## config.mk

```make
export PLATFORM = sky130hd
export DESIGN_NAME = pwm_dac
export DESIGN_NICKNAME = d
export VERILOG_FILES = /design/src/rtl/pwm_dac_pkg.sv /design/src/rtl/pwm_dac_tick_gen.sv /design/src/rtl/pwm_dac.sv
export SDC_FILE = /design/constraint.sdc
export NUM_CORES = 1
export LEC_CHECK = 0
export ABC_AREA = 1
export CORE_MARGIN = 2
export CORE_UTILIZATION = 59
export CTS_CLUSTER_DIAMETER = 80
export DETAILED_ROUTE_END_ITERATION = 10
export PLACE_DENSITY = 0.84
export RECOVER_POWER = 25
export SLEW_MARGIN = 20
export SYNTH_ARGS = -nofsm -noshare
export SYNTH_HDL_FRONTEND = slang
export SYNTH_SLANG_ARGS = --single-unit
```

## constraint.sdc

```tcl
create_clock -name clk -period 3.4 [get_ports clk]
set_input_delay 0.68 -clock clk [delete_from_list [all_inputs] [get_ports clk]]
set_output_delay 0.68 -clock clk [all_outputs]
set_load 0.02 [all_outputs]
```

## src/rtl/pwm_dac_pkg.sv

```systemverilog
// -----------------------------------------------------------------------------
// pwm_dac_pkg
// Shared definitions for the PWM DAC: the default sample width, the midscale
// duty value loaded at reset, and the IDLE/RUN state encoding.
// No ports.
// -----------------------------------------------------------------------------
package pwm_dac_pkg;

    localparam int PWM_WIDTH_DEF = 8;

    // Midscale duty (50 %) for the default width, used as the reset duty so
    // the output idles at mid-rail until the first sample arrives.
    localparam logic [PWM_WIDTH_DEF-1:0] MIDSCALE = 8'h80;

    typedef enum logic {
        IDLE = 1'b0,
        RUN  = 1'b1
    } state_e;

endpackage : pwm_dac_pkg

```

## src/rtl/pwm_dac_tick_gen.sv

```systemverilog
// -----------------------------------------------------------------------------
// pwm_tick_gen
// Prescaler for the PWM counter. Emits one tick at the end of every
// PRESCALE-cycle window while run is high; the prescale count is held at 0
// whenever run is low, so a fresh run always begins a full window.
// Ports:
//   clk  - system clock
//   rst  - asynchronous active-low reset
//   run  - prescaler enable
//   tick - one-cycle step strobe for the PWM counter
// -----------------------------------------------------------------------------
module pwm_tick_gen
    import pwm_dac_pkg::*;
#(
    parameter int PRESCALE = 1
) (
    input  logic clk,
    input  logic rst,
    input  logic run,
    output logic tick
);

    localparam logic [15:0] TC = 16'(PRESCALE - 1);

    logic [15:0] pre_q;
    logic [15:0] pre_d;

    always_comb begin
        pre_d = pre_q;
        if (!run || (pre_q == TC)) begin
            pre_d = '0;
        end else begin
            pre_d = pre_q + 16'd1;
        end
    end

    always_ff @(posedge clk or negedge rst) begin
        if (!rst) begin
            pre_q <= '0;
        end else begin
            pre_q <= pre_d;
        end
    end

    // With PRESCALE=1 the terminal count is 0, so tick follows run directly.
    assign tick = run && (pre_q == TC);

endmodule : pwm_tick_gen

```

## src/rtl/pwm_dac.sv

```systemverilog
// -----------------------------------------------------------------------------
// pwm_dac
// Sample-fed PWM DAC. Samples land in a one-deep holding register and are
// promoted to the active duty at each period wrap. A wrap with nothing held
// is an underrun: duty is kept, a sticky flag is set and (optionally) a
// saturating 16-bit counter increments.
//
// Build option: define PWM_DAC_UNDERRUN_CNT_EN to build the underrun counter;
// without it underrun_cnt is tied to 0 (the underrun flag is always present).
//
// Ports:
//   clk          - system clock
//   rst          - asynchronous active-low reset
//   enable       - run request; low returns to IDLE
//   sample_in    - unsigned sample
//   sample_valid - sample_in offered this cycle
//   sample_ready - holding register empty
//   pwm_out      - registered PWM bit
//   period_done  - one-cycle pulse on period wrap
//   underrun     - sticky underrun flag, cleared only by reset
//   underrun_cnt - saturating underrun count
//
// state | meaning
// ------+---------------------------------------------------------------
// IDLE  | output low, counter and prescaler cleared; samples still accepted
// RUN   | counting; pwm_out = (cnt < duty); duty reloaded at each wrap
// -----------------------------------------------------------------------------
module pwm_dac
    import pwm_dac_pkg::*;
#(
    parameter int WIDTH    = PWM_WIDTH_DEF,
    parameter int PRESCALE = 1
) (
    input  logic             clk,
    input  logic             rst,
    input  logic             enable,
    input  logic [WIDTH-1:0] sample_in,
    input  logic             sample_valid,
    output logic             sample_ready,
    output logic             pwm_out,
    output logic             period_done,
    output logic             underrun,
    output logic [15:0]      underrun_cnt
);

    localparam logic [WIDTH-1:0] DUTY_RST = (WIDTH == PWM_WIDTH_DEF) ?
                                            WIDTH'(MIDSCALE) :
                                            {1'b1, {(WIDTH-1){1'b0}}};

    state_e           state_q;
    logic [WIDTH-1:0] cnt_q;
    logic [WIDTH-1:0] cnt_d;
    logic [WIDTH-1:0] duty_q;
    logic [WIDTH-1:0] hold_q;
    logic             hold_full_q;
    logic             pwm_q;
    logic             period_done_q;
    logic             underrun_q;

    logic run;
    logic tick;
    logic wrap;
    logic accept;

    // Dropping enable takes effect on the very next edge, so the last RUN
    // cycle already behaves as idle: no tick, no wrap, output forced low.
    assign run    = (state_q == RUN) && enable;
    assign wrap   = tick && (cnt_q == '1);
    assign accept = sample_valid && !hold_full_q;

    pwm_tick_gen #(
        .PRESCALE (PRESCALE)
    ) u_tick_gen (
        .clk  (clk),
        .rst  (rst),
        .run  (run),
        .tick (tick)
    );

    always_comb begin
        cnt_d = cnt_q;
        if (!run) begin
            cnt_d = '0;
        end else if (tick) begin
            cnt_d = cnt_q + WIDTH'(1);
        end
    end

    always_ff @(posedge clk or negedge rst) begin
        if (!rst) begin
            state_q       <= IDLE;
            cnt_q         <= '0;
            duty_q        <= DUTY_RST;
            hold_q        <= '0;
            hold_full_q   <= 1'b0;
            pwm_q         <= 1'b0;
            period_done_q <= 1'b0;
            underrun_q    <= 1'b0;
        end else begin
            case (state_q)
                IDLE:    if (enable)  state_q <= RUN;
                RUN:     if (!enable) state_q <= IDLE;
                default: state_q <= IDLE;
            endcase

            cnt_q         <= cnt_d;
            pwm_q         <= run && (cnt_q < duty_q);
            period_done_q <= wrap;

            // Accept only happens with hold empty, so it never collides with
            // a duty reload; a wrap in the accept cycle sees the empty hold.
            if (accept) begin
                hold_q      <= sample_in;
                hold_full_q <= 1'b1;
            end else if (wrap && hold_full_q) begin
                duty_q      <= hold_q;
                hold_full_q <= 1'b0;
            end

            if (wrap && !hold_full_q) begin
                underrun_q <= 1'b1;
            end
        end
    end

`ifdef PWM_DAC_UNDERRUN_CNT_EN
    logic [15:0] underrun_cnt_q;

    always_ff @(posedge clk or negedge rst) begin
        if (!rst) begin
            underrun_cnt_q <= '0;
        end else if (wrap && !hold_full_q && (underrun_cnt_q != 16'hFFFF)) begin
            underrun_cnt_q <= underrun_cnt_q + 16'd1;
        end
    end

    assign underrun_cnt = underrun_cnt_q;
`else
    assign underrun_cnt = 16'd0;
`endif

    assign sample_ready = !hold_full_q;
    assign pwm_out      = pwm_q;
    assign period_done  = period_done_q;
    assign underrun     = underrun_q;

endmodule : pwm_dac

```

Yosys cells after proc, flatten, opt, wreduce, memory -nomap -nowiden
Cells that the tools add are included.
{ "word_totals": {"regBits": 45, "in_bits": 12, "word_cells": 34, "out_inout_bits": 20} }
{ "op_classes": {"n_addsub": 2, "reduce_logical": 13, "bitwise": 1, "eq_ne": 2, "order_cmp": 1, "n_mux": 6} }
{ "ops": {"columns": ["cell", "n"], "rows": [
  ["16-bit by 1-bit adder with 16-bit output, second input constant", 1],
  ["16-bit zero test", 1],
  ["16-bit 2-to-1 mux", 1],
  ["8-bit 2-to-1 mux", 2],
  ["8-bit by 1-bit adder with 8-bit output, second input constant", 1],
  ["8-bit equality test, second input constant", 1],
  ["8-bit less-than comparator", 1],
  ["1-bit logical AND", 7],
  ["1-bit 2-to-1 mux", 3],
  ["1-bit zero test", 2],
  ["2-bit by 1-bit inequality test with 1-bit output, second input constant", 1],
  ["2-bit AND reduction", 1],
  ["2-bit nonzero test", 1],
  ["1-bit logical OR", 1],
  ["1-bit NOT", 1]
]} }

Longest topological paths before layout
Gate-level depths: netlist (run 1).
{ "logic_depth": {"ltp_word": 6, "ltp_mapped": 9, "depth_no_buf": 9} }

Modules after synthesis
A second synthesis (run 1) with hierarchy kept.
{ "unflattened": {"cells_unflattened": 307, "hier_area_um2": 2522.4} }
{ "modules_own_cells": {"columns": ["mod", "cells_per_inst", "n_inst", "area_each_um2"], "rows": [
  ["pwm_dac", 183, 1, 1582.8],
  ["pwm_tick_gen", 124, 1, 939.7]
]} }

Worst setup path after synthesis (run 1)
OpenSTA, ideal clock, no wires.
{ "synth_timing": {"path_kind": "input -> register", "from": "input enable", "to": "register cnt_q[2]", "setup_ps": 96, "t_required_ps": 3304, "t_arrival_ps": 1367, "path_stages": 5, "setup_slack_ps": 1937, "path_buffers": 1, "cell_sequence": "nand2_1 > inv_1 > clkbuf_1 > nand3_1 > o31ai_1"} }
{ "synth_between": {"elab_chain_cells": 3, "word_cells_on_any_way": 4} }
{ "synth_lines": {"columns": ["item", "line_no", "rtl"], "rows": [
  ["start, declared", "pwm_dac.sv:36", "input logic enable,"],
  ["1-bit logical AND (*)", "pwm_dac.sv:67", "assign run = (state_q == RUN) && enable;"],
  ["1-bit logical AND", "pwm_dac_tick_gen.sv:46", "assign tick = run && (pre_q == TC);"],
  ["2-bit by 1-bit inequality test with 1-bit output (no line)", null, null],
  ["end signal, assigned", "pwm_dac.sv:106", "cnt_q <= cnt_d;"],
  ["end, declared", "pwm_dac.sv:51", "logic [WIDTH-1:0] cnt_q;"]
]} }
Mark *: on every way between the ends. The rest lies on a longest branch, timed or not.
A chain may end at the register's enable or synchronous reset.

==> results.py, run 1 <==
metrics = {
    "placement": {
        "gp_congestion": 0.879,
        "post-dp-hpwl_um": 3110,
        "place.port_buffers": 15,
    },
    "clocking": {
        "worst_skew_pair.late_latency_ns": 0.30,
        "cts-hold-fix-buffers": 0,
        "cts_inserted_buffers": 5,
        "post-cts-setup-buffer-count": 0,
        "cts_max_path_buffers": 2,
        "htree_levels": 2,
        "tritoncts": "yes",
        "clk_root_buffer_cell": "sky130_fd_sc_hd__clkbuf_8",
        "cts.clk_slew.worst_paths_ns": 0.09,
        "cts_sinks": 45,
        "cts-resized-gates": 0,
    },
    "route": {
        "route.detailed.wl_per_inst_um": 12.4,
        "routed_wl_um": 4320,
        "drt-vias-per-instance": 5.30,
        "vias": 1854,
        "initial_drc_count": 134,
        "final_antenna_violating_net_count": 0,
        "post-route-drc-count": 0,
        "drt_pass1_iterations": 4,
    },
    "synth": {
        "synthesized_area_fraction_occupied_by_ao_oa_aoi_and_oai_cells": 0.0372,
        "ff_latch_count_synth": 45,
        "syn_inst": 283,
        "ys_seq_area_frac": 0.459,
        "post_synth_and_or_nand_nor_area_fraction": 0.289,
        "synth.cell_area_um2": 2460,
        "largest_family_of_logic_cells_by_synthesized_area": "simple AND/OR/NAND/NOR gates",
        "yosys_warnings": 0,
        "yosys.area.top_type_share": 0.448,
        "post_synth_num_cell_types": 32,
        "syn-mean-instance-area_um2": 8.69,
        "synthXorXnorAreaFrac": 0.0249,
        "synth_area_leader_cell": "sky130_fd_sc_hd__dfrtp_1",
        "muxShareOfSynthArea": 0.0366,
        "synthAdderAreaFrac": 0.0509,
        "ys_top_cells_by_area": "sky130_fd_sc_hd__dfrtp_1, sky130_fd_sc_hd__nand2_1, sky130_fd_sc_hd__nor2_1",
    },
    "global_route": {
        "first_global_vias": 1650,
        "antenna_violations_before_repair": 0,
        "maximum_number_of_pins_on_one_net_before_global_route_repair": 46,
        "first_pass_grt_wire_length_um": 7310,
        "groute.layer.met3.usage": 0.0438,
        "fraction_of_met1_tracks_used_by_global_routing": 0.277,
        "grt_util_met2": 0.345,
        "grt_remaining_overflow": 0,
        "total_routing_usage_gr": 0.214,
        "globalRoute.busiestLayer": "met2",
    },
    "power": {
        "power_per_cell_area_nw_per_um2": 427,
        "power.static_leakage_uw": 0.00128,
        "worst_ir_drop_vdd_uv": 321,
    },
    "die": {
        "fp.dieH_um": 68.6,
        "chipWidth_um": 68.6,
        "row_count": 23,
        "design.die.area_um2": 4700,
        "io_pins": 32,
        "core_um2": 4000,
        "start_util": 0.615,
    },
    "finish": {
        "insertedDiodeCount": 0,
        "areaGrowthSynthToFinish_pct": 8.14,
        "commonest_non_fill_non_tap_cell_in_the_layout": "sky130_fd_sc_hd__nand2_1",
        "post_route_cells_drive_above_1_share": 0.0967,
        "finalCoreUtilization": 0.665,
        "layout.cells.most_common_list": "sky130_fd_sc_hd__nand2_1, sky130_fd_sc_hd__dfrtp_1, sky130_fd_sc_hd__nor2_1, sky130_fd_sc_hd__inv_1, sky130_fd_sc_hd__nand3_1",
        "design.final.nets": 321,
    },
    "min_path": {
        "min-delay-path-class": "register to register",
    },
    "sta": {
        "finalSetupViolations": 0,
        "setup_tns_ns": 0,
        "rsz0062_at_grt": "no",
        "finClkSkew_ns": 0.00457,
        "worst_slew_pin_slew_ns": 2.33,
        "layout_worst_path_cycle_share": 0.702,
        "maxSlewHeadroom": -0.554,
        "fmaxAchievable_mhz": 419,
        "final_hold_viol_count": 0,
        "period_minus_slack_ns": 2.39,
        "timing.final.max_slew_violations": 46,
    },
    "critical_path": {
        "cp_data_arrival_time_ns": 2.33,
        "critPathSlowestCell": "sky130_fd_sc_hd__clkbuf_1",
        "end_of_the_critical_path": "cnt_q[6]$_DFFE_PN0P_",
        "cp_cell_sequence": "clkbuf_1",
        "reg2reg_slack_ns": 1.64,
        "worstRegToRegCells": 9,
        "worstReg2RegStart": "u_tick_gen.pre_q[0]$_DFF_PN0_",
        "cp_data_required_time_ns": 3.34,
        "crit_path_start": "rst",
        "launching_element_type_of_the_critical_path": "input port",
        "worst_setup_path_end_kind": "async pin",
        "critPathKind": "input port to async pin",
        "critical-path-top-delay-family": "buffers and inverters",
        "critical-path-max-stage-delay_ns": 1.63,
        "rr_endpoint": "hold_full_q$_DFFE_PN0P_",
        "path_buf_inv": 1,
        "crit_cells": 1,
        "crit_fanout": 45,
    },
    "outcome": {
        "violations": "capacitance limit, slew limit",
        "outcome": "complete, but fails checks",
    },
    "run": {
        "maxCapViolCount": 1,
    },
}
[flip-flops by register name (all words and copies together), names as in the netlist]
| register | count |
|---|---|
| cnt_q | 8 |
| duty_q | 8 |
| hold_full_q | 1 |
| hold_q | 8 |
| period_done | 1 |
| pwm_out | 1 |
| state_q | 1 |
| u_tick_gen.pre_q | 16 |
| underrun | 1 |
[worst min path at each step]
stage	from	endpoint	slack [ns]	cells after the start
floorplan	rst	cnt_q[0]$_DFFE_PN0P_	0.38	0
global placement	duty_q[1]$_DFFE_PN0P_	duty_q[1]$_DFFE_PN0P_	0.46	2
detailed placement	duty_q[7]$_DFFE_PN1P_	duty_q[7]$_DFFE_PN1P_	0.46	2
CTS	duty_q[7]$_DFFE_PN1P_	duty_q[7]$_DFFE_PN1P_	0.47	2
global route	duty_q[7]$_DFFE_PN1P_	duty_q[7]$_DFFE_PN1P_	0.48	2
finish	duty_q[7]$_DFFE_PN1P_	duty_q[7]$_DFFE_PN1P_	0.47	2
[metal layers]
layer  wire [µm]  part of all wire  vias to the layer above
met4          81             0.019                        0
met2        2070              0.48                       55
met3         200             0.046                        4
li1            -                 -                      924
met5           0                 0                        -
met1        1970              0.46                      871
[area by class of cell]
class	instances	area, µm²
Fill cell	334	1340
Multi-Input combinational cell	207	1140
Sequential cell	45	1130
Timing Repair Buffer	15	144
Inverter	25	93.8
Clock buffer	5	68.8
Tap cell	50	62.6
Clock inverter	3	25.0
[synth_stat cells]
cell type                   n
sky130_fd_sc_hd__nand4_1   12
sky130_fd_sc_hd__nand2_1   63
sky130_fd_sc_hd__buf_2      2
sky130_fd_sc_hd__conb_1     1
sky130_fd_sc_hd__ha_1      10
sky130_fd_sc_hd__xnor2_1    2
sky130_fd_sc_hd__dfstp_2    1
sky130_fd_sc_hd__nor2_8     1
sky130_fd_sc_hd__buf_6      2
sky130_fd_sc_hd__nor2_4     2
sky130_fd_sc_hd__inv_1     25
sky130_fd_sc_hd__mux2_2     8
sky130_fd_sc_hd__nor3b_1    5
sky130_fd_sc_hd__a211oi_1   1
sky130_fd_sc_hd__clkbuf_1   1
sky130_fd_sc_hd__o21ai_0    4
sky130_fd_sc_hd__a31oi_1    1
sky130_fd_sc_hd__nand3_2    1
sky130_fd_sc_hd__nand3_1   17
sky130_fd_sc_hd__o21bai_1   1
sky130_fd_sc_hd__nand2_2    4
sky130_fd_sc_hd__a21oi_1    7
sky130_fd_sc_hd__xor2_1     5
sky130_fd_sc_hd__nor3_1     6
sky130_fd_sc_hd__nor2_1    35
sky130_fd_sc_hd__dfrtp_1   44
sky130_fd_sc_hd__o31ai_1    1
sky130_fd_sc_hd__buf_4     16
sky130_fd_sc_hd__nor2_2     2
sky130_fd_sc_hd__or2_2      1
sky130_fd_sc_hd__nand3_4    1
sky130_fd_sc_hd__o21a_1     1
[kinds of logic after synthesis]
logic type,count (synthesis)
AOI/OAI and AO/OA,16
xor gates and xnor gates,7
adders and majority gates,10
buffers and inverters,46
DFF,45
muxes,8
other,1
and+or+nand+nor,150
[where the power goes]
group	switching (µW)	internal, µW	leakage, µW
Sequential	48.4	591	0.000601
Combinational	74.6	72.5	0.000631
Clock	198	150	0.0000452
[stage by stage]
step	setup WS, ns	hold slack [ns]	area (µm²)	power [µW]	cells
2_1_floorplan	1.94	0.384	2510	761	298
3_3_place_gp	1.16	0.455	2570	788	342
3_5_place_dp	1.03	0.456	2570	800	342
4_1_cts	1.10	0.470	2660	1150	350
5_1_grt	0.532	0.481	2660	1190	350
6_report	1.01	0.466	2660	1130	350
Power figures use the tool's default switching activity.
==> run 2, diff against run 1 <==
--- a/config.mk
+++ b/config.mk
@@ -7,10 +7,10 @@
 export LEC_CHECK = 0
 export ABC_AREA = 1
 export CORE_MARGIN = 2
-export CORE_UTILIZATION = 59
+export CORE_UTILIZATION = 55
 export CTS_CLUSTER_DIAMETER = 80
 export DETAILED_ROUTE_END_ITERATION = 10
-export PLACE_DENSITY = 0.84
+export PLACE_DENSITY = 0.8
 export RECOVER_POWER = 25
 export SLEW_MARGIN = 20
 export SYNTH_ARGS = -nofsm -noshare
==> constraint.sdc (replaced) <==
create_clock -name clk -period 2.4 [get_ports clk]
set_input_delay 0.48 -clock clk [delete_from_list [all_inputs] [get_ports clk]]
set_output_delay 0.48 -clock clk [all_outputs]
set_load 0.02 [all_outputs]
==> results.py, run 2 (synthesized netlist as in run 1, its figures left out) <==
metrics = {
    "clocking": {
        "clk_root_buffer_cell": "sky130_fd_sc_hd__clkbuf_8",
        "tritoncts": "yes",
        "cts-hold-fix-buffers": 0,
        "cts.clk_slew.worst_paths_ns": 0.09,
        "worst_skew_pair.late_latency_ns": 0.31,
        "htree_levels": 2,
        "cts-resized-gates": 0,
        "cts_sinks": 45,
        "cts_max_path_buffers": 2,
        "cts_inserted_buffers": 5,
        "post-cts-setup-buffer-count": 0,
    },
    "power": {
        "combinational_power_share": 0.123,
        "power.static_leakage_uw": 0.00130,
        "netSwitchingFraction": 0.265,
        "cell_internal_pwr_uw": 1260,
        "power.share.clock": 0.348,
        "design_power_total_uw": 1720,
        "worst_ir_drop_vdd_uv": 547,
        "power_per_cell_area_nw_per_um2": 635,
        "power.sequential.fraction": 0.529,
        "switchingPower_uw": 454,
    },
    "critical_path": {
        "cp_data_arrival_time_ns": 1.61,
        "cp_data_required_time_ns": 1.92,
        "critical-path-max-stage-delay_ns": 0.61,
        "launching_element_type_of_the_critical_path": "register",
        "worstRegToRegCells": 9,
        "critPathKind": "register to primary output",
        "critPathSlowestCell": "sky130_fd_sc_hd__clkdlybuf4s50_1",
        "crit_cells": 2,
        "critical-path-top-delay-family": "buffers and inverters",
        "crit_fanout": 12,
        "path_buf_inv": 2,
        "cp_cell_sequence": "inv_1 -> clkdlybuf4s50_1",
        "worst_setup_path_end_kind": "primary output",
    },
    "placement": {
        "gp_congestion": 0.820,
        "post-dp-hpwl_um": 3130,
        "place.port_buffers": 15,
        "pre_cts_slack_ns": 0.478,
    },
    "die": {
        "core_um2": 4320,
        "chipWidth_um": 70.9,
        "io_pins": 32,
        "row_count": 24,
        "start_util": 0.569,
        "design.die.area_um2": 5020,
        "fp.dieH_um": 70.9,
    },
    "finish": {
        "final.fill_count": 387,
        "commonest_non_fill_non_tap_cell_in_the_layout": "sky130_fd_sc_hd__nand2_1",
        "largest-register": "u_tick_gen.pre_q",
        "areaGrowthSynthToFinish_pct": 9.92,
        "insertedDiodeCount": 0,
        "multi_input_area_um2": 1140,
        "post_route_cells_drive_above_1_share": 0.102,
        "design.final.nets": 324,
        "max_ffs_per_register": 16,
        "layout.cells.most_common_list": "sky130_fd_sc_hd__nand2_1, sky130_fd_sc_hd__dfrtp_1, sky130_fd_sc_hd__nor2_1, sky130_fd_sc_hd__inv_1, sky130_fd_sc_hd__nand3_1",
        "seqCellArea_um2": 1130,
    },
    "sta": {
        "maxSlewHeadroom": 0.300,
        "final_hold_viol_count": 0,
        "worst_slew_pin_slew_ns": 1.05,
        "layout_worst_path_cycle_share": 0.873,
        "rsz0062_at_grt": "no",
        "worst_slack_ns": 0.306,
        "finClkSkew_ns": 0.00395,
        "setup_tns_ns": 0,
        "finalSetupViolations": 0,
        "fmaxAchievable_mhz": 478,
        "period_minus_slack_ns": 2.09,
        "timing.final.max_slew_violations": 0,
    },
    "global_route": {
        "first_global_vias": 1672,
        "first_pass_grt_wire_length_um": 7380,
        "total_routing_usage_gr": 0.188,
        "maximum_number_of_pins_on_one_net_before_global_route_repair": 22,
        "antenna_violations_before_repair": 0,
        "grt_remaining_overflow": 0,
    },
    "min_path": {
        "min-delay-path-class": "input port to async pin",
    },
    "route": {
        "drt-vias-per-instance": 5.08,
        "routed_wl_um": 4180,
        "initial_drc_count": 136,
        "post-route-drc-count": 0,
        "drt_pass1_iterations": 4,
        "route.detailed.wl_per_inst_um": 11.8,
        "vias": 1805,
        "final_antenna_violating_net_count": 0,
    },
    "outcome": {
        "outcome": "complete, no violations",
    },
    "run": {
        "maxCapViolCount": 0,
    },
}
## run 2: cell types whose count changed in the layout (fill, tap and decap cells not counted), sizes merged
cell / before / now
bufinv: 0 / 1
dlygate4sd3: 1 / 0
clkinvlp: 1 / 0
buf: 0 / 2
clkbuf: 6 / 7
clkdlybuf4s50: 13 / 14
## run 2: final cells by class
| type | count | area share |
|---|---|---|
| flip-flops and latches | 45 | 0.417 |
| inverters | 25 | 0.0347 |
| clock inverters | 3 | 0.0176 |
| repair buffers | 18 | 0.0602 |
| multi-input cells | 207 | 0.421 |
| clock buffers | 5 | 0.0255 |
| well taps | 52 | 0.0241 |
## run 2: worst paths after layout
path	to	startpoint	slack (ns)
setup / recovery	sample_ready	hold_full_q$_DFFE_PN0P_	0.31
hold / removal	u_tick_gen.pre_q[3]$_DFF_PN0_	rst	0.33
max in group asynchronous	hold_full_q$_DFFE_PN0P_	rst	1.13
setup reg to reg	duty_q[0]$_DFFE_PN0P_	u_tick_gen.pre_q[0]$_DFF_PN0_	0.64
min in group clk	duty_q[5]$_DFFE_PN0P_	duty_q[5]$_DFFE_PN0P_	0.48
hold reg to reg	duty_q[5]$_DFFE_PN0P_	duty_q[5]$_DFFE_PN0P_	0.48
## run 2: power by group through the flow
stage	logic (µW)	registers [µW]	clock network (µW)
2_1_floorplan	191	887	0
3_3_place_gp	207	916	0
3_5_place_dp	215	921	0
4_1_cts	216	907	612
5_1_grt	233	919	644
6_report	211	907	597
## run 2: per-stage QoR
stage | hold slack [ns] | util | instance area, µm² | cells
final | 0.328 | 0.625 | 2700 | 355
after global routing | 0.411 | 0.625 | 2700 | 355
after CTS | 0.102 | 0.626 | 2710 | 355
after detailed placement | 0.449 | 0.599 | 2590 | 347
after global placement | 0.457 | 0.599 | 2590 | 347
after floorplan | 0.184 | - | 2510 | 298
## run 2: per-layer routing
layer,global-route usage,part of all wire
met4,0.0901,0.022
met2,0.294,0.46
met3,0.0442,0.045
met5,0,0
met1,0.249,0.47
==> run 3, diff against run 2 <==
--- a/config.mk
+++ b/config.mk
@@ -5,13 +5,14 @@
 export SDC_FILE = /design/constraint.sdc
 export NUM_CORES = 1
 export LEC_CHECK = 0
-export ABC_AREA = 1
+export ABC_AREA = 0
 export CORE_MARGIN = 2
-export CORE_UTILIZATION = 55
+export CORE_UTILIZATION = 54
 export CTS_CLUSTER_DIAMETER = 80
 export DETAILED_ROUTE_END_ITERATION = 10
-export PLACE_DENSITY = 0.8
+export PLACE_DENSITY = 0.79
 export RECOVER_POWER = 25
+export SKIP_CTS_REPAIR_TIMING = 1
 export SLEW_MARGIN = 20
 export SYNTH_ARGS = -nofsm -noshare
 export SYNTH_HDL_FRONTEND = slang
==> results.py, run 3 <==
metrics = {
    "finish": {
        "layout.cells.most_common_list": "sky130_fd_sc_hd__dfrtp_1, sky130_fd_sc_hd__nor2_1, sky130_fd_sc_hd__conb_1, sky130_fd_sc_hd__inv_1, sky130_fd_sc_hd__clkdlybuf4s50_1",
        "insertedDiodeCount": 0,
        "final.fill_count": 326,
        "max_ffs_per_register": 16,
        "commonest_non_fill_non_tap_cell_in_the_layout": "sky130_fd_sc_hd__dfrtp_1",
        "design.final.nets": 257,
        "finalInstanceArea_um2": 2610,
        "largest-register": "u_tick_gen.pre_q",
        "areaGrowthSynthToFinish_pct": 11.3,
        "post_route_cells_drive_above_1_share": 0.148,
    },
    "power": {
        "power.static_leakage_uw": 0.00112,
        "combinational_power_share": 0.057,
        "worst_ir_drop_vdd_uv": 455,
        "power_per_cell_area_nw_per_um2": 555,
        "cell_internal_pwr_uw": 1120,
        "netSwitchingFraction": 0.227,
        "design_power_total_uw": 1450,
        "power.share.clock": 0.400,
        "power.sequential.fraction": 0.543,
        "switchingPower_uw": 329,
    },
    "route": {
        "initial_drc_count": 143,
        "vias": 1604,
        "post-route-drc-count": 0,
        "routed_wl_um": 4100,
        "drt_pass1_iterations": 4,
        "route.detailed.wl_per_inst_um": 14.3,
        "final_antenna_violating_net_count": 0,
        "drt-vias-per-instance": 5.61,
    },
    "sta": {
        "setup_tns_ns": 0,
        "period_minus_slack_ns": 2.12,
        "finClkSkew_ns": 0.00774,
        "timing.final.max_slew_violations": 0,
        "layout_worst_path_cycle_share": 0.885,
        "fmaxAchievable_mhz": 471,
        "worst_slew_pin_slew_ns": 0.990,
        "maxSlewHeadroom": 0.340,
        "final_hold_viol_count": 0,
        "hold_ws_ns": 0.309,
        "rsz0062_at_grt": "no",
        "finalSetupViolations": 0,
    },
    "synth": {
        "synth_area_leader_cell": "sky130_fd_sc_hd__dfrtp_1",
        "ys_top_cells_by_area": "sky130_fd_sc_hd__dfrtp_1, sky130_fd_sc_hd__ha_1, sky130_fd_sc_hd__buf_4",
        "ff_latch_count_synth": 45,
        "post_synth_num_cell_types": 39,
        "async_flop_share": 1.00,
        "ys_seq_area_frac": 0.481,
        "synth.cell_area_um2": 2350,
        "syn-mean-instance-area_um2": 10.9,
        "yosys_warnings": 0,
        "post-synth-top-count-cell": "sky130_fd_sc_hd__dfrtp_1",
        "ys_top_cells_by_count": "sky130_fd_sc_hd__dfrtp_1, sky130_fd_sc_hd__nor2_1, sky130_fd_sc_hd__buf_4",
        "syn_inst": 215,
        "count_of_flip_flops_with_a_built_in_enable_after_synthesis": 0,
        "yosys.area.top_type_share": 0.469,
        "commonest_register_cell_after_synthesis": "sky130_fd_sc_hd__dfrtp_1",
    },
    "critical_path": {
        "critical-path-max-stage-delay_ns": 0.52,
        "reg2reg_slack_ns": 0.28,
        "critPathKind": "register to register",
        "cp_cell_sequence": "inv_1 -> ha_1 -> nor4b_2 -> nand4_2 -> or4_1 -> buf_4 -> mux2_4",
        "crit_fanout": 9,
        "worst_setup_path_end_kind": "register",
        "cp_data_arrival_time_ns": 2.32,
        "critical-path-top-delay-family": "simple AND/OR/NAND/NOR gates",
        "cp_data_required_time_ns": 2.59,
        "launching_element_type_of_the_critical_path": "register",
        "path_buf_inv": 2,
        "critPathSlowestCell": "sky130_fd_sc_hd__or4_1",
    },
    "run": {
        "maxCapViolCount": 0,
    },
    "die": {
        "fp.dieH_um": 69.9,
        "core_um2": 4090,
        "io_pins": 32,
        "row_count": 23,
        "start_util": 0.574,
        "design.die.area_um2": 4890,
        "chipWidth_um": 69.9,
    },
    "global_route": {
        "first_global_vias": 1545,
        "antenna_violations_before_repair": 0,
        "total_routing_usage_gr": 0.187,
        "grt_remaining_overflow": 0,
        "first_pass_grt_wire_length_um": 7130,
        "maximum_number_of_pins_on_one_net_before_global_route_repair": 21,
    },
    "clocking": {
        "cts_inserted_buffers": 5,
        "cts.clk_slew.worst_paths_ns": 0.09,
        "htree_levels": 2,
        "cts_sinks": 45,
        "tritoncts": "yes",
        "cts_max_path_buffers": 2,
        "clk_root_buffer_cell": "sky130_fd_sc_hd__clkbuf_8",
        "worst_skew_pair.late_latency_ns": 0.31,
    },
    "min_path": {
        "min-delay-path-class": "input port to async pin",
    },
    "placement": {
        "place.port_buffers": 15,
        "dpl_cell_area_um2": 2500,
        "post-dp-hpwl_um": 3010,
        "gp_congestion": 0.815,
    },
    "outcome": {
        "outcome": "complete, no violations",
    },
}
==> run 3: changes by cell type in the layout (fill, tap and decap cells not counted), sizes merged, moves of 4 or more <==
| cell | delta |
|---|---|
| xor2 | +5 |
| inv | -12 |
| nand3 | -11 |
| nand2 | -60 |
| nor3b | -5 |
| o31ai | +4 |
| nor2 | -22 |
| nor3 | -4 |
| nor4 | +6 |
| or4 | +6 |
| mux2 | +8 |
==> run 3: cell families after synthesis <==
| kind of cell | Yosys count | synth area share |
|---|---|---|
| compound gates | 21 | 0.0581 |
| xor+xnor | 15 | 0.0560 |
| fa+ha+maj | 10 | 0.0533 |
| buf+inv | 38 | 0.0901 |
| flops | 45 | 0.481 |
| mux | 17 | 0.0939 |
| other cells | 1 | 0.00160 |
| simple gates | 68 | 0.166 |
==> run 3: cell type report <==
cell class,instances,area [µm²],share of cell area
sequential,45,1130,0.432
multi-input combinational,147,1060,0.407
timing repair buffer,21,185,0.0709
clock buffer,5,68.8,0.0264
tap,50,62.6,0.0240
inverter,15,56.3,0.0216
clock inverter,3,46.3,0.0177
==> run 3: path summary, 6_finish.rpt <==
path | from | to | cells past startpoint
worst max-delay path | u_tick_gen.pre_q[0]$_DFF_PN0_ | duty_q[3]$_DFFE_PN0P_ | 7
worst min-delay path | rst | duty_q[6]$_DFFE_PN0P_ | 1
worst max register to register | u_tick_gen.pre_q[0]$_DFF_PN0_ | duty_q[3]$_DFFE_PN0P_ | 7
worst min register to register | underrun$_DFFE_PN0P_ | underrun$_DFFE_PN0P_ | 2
max in group asynchronous | rst | u_tick_gen.pre_q[14]$_DFF_PN0_ | 2
min in group clk | underrun$_DFFE_PN0P_ | underrun$_DFFE_PN0P_ | 2
==> run 3: power groups by stage <==
stage	clock [µW]	combinational [µW]	sequential [µW]
2_1_floorplan	0	63.5	799
3_3_place_gp	0	82.0	801
5_1_grt	627	92.2	790
4_1_cts	592	84.4	787
3_5_place_dp	0	84.2	802
6_report	580	82.2	787
==> run 3: metal layers <==
layer	global-route usage	part of all wire	vias to the layer above	wire (µm)
met5	0	0	-	0
met4	0.0791	0.017	0	68
met1	0.254	0.48	790	1970
met3	0.0476	0.049	7	201
met2	0.286	0.46	47	1870
li1	-	-	760	-
==> run 3: through the flow <==
step / utilization / instances / setup WS, ns
after floorplan: - / 230 / 0.346
after global placement: 0.612 / 278 / 0.272
after detailed placement: 0.612 / 278 / 0.231
after CTS: 0.640 / 286 / 0.252
after global routing: 0.639 / 286 / 0.153
final: 0.639 / 286 / 0.275
==> run 3: worst reg2reg max path: stages (launching register included) <==
cell                      delay [ns]
sky130_fd_sc_hd__dfrtp_1        0.42
sky130_fd_sc_hd__inv_1          0.08
sky130_fd_sc_hd__ha_1           0.13
sky130_fd_sc_hd__nor4b_2        0.20
sky130_fd_sc_hd__nand4_2        0.14
sky130_fd_sc_hd__or4_1          0.52
sky130_fd_sc_hd__buf_4          0.21
sky130_fd_sc_hd__mux2_4         0.31
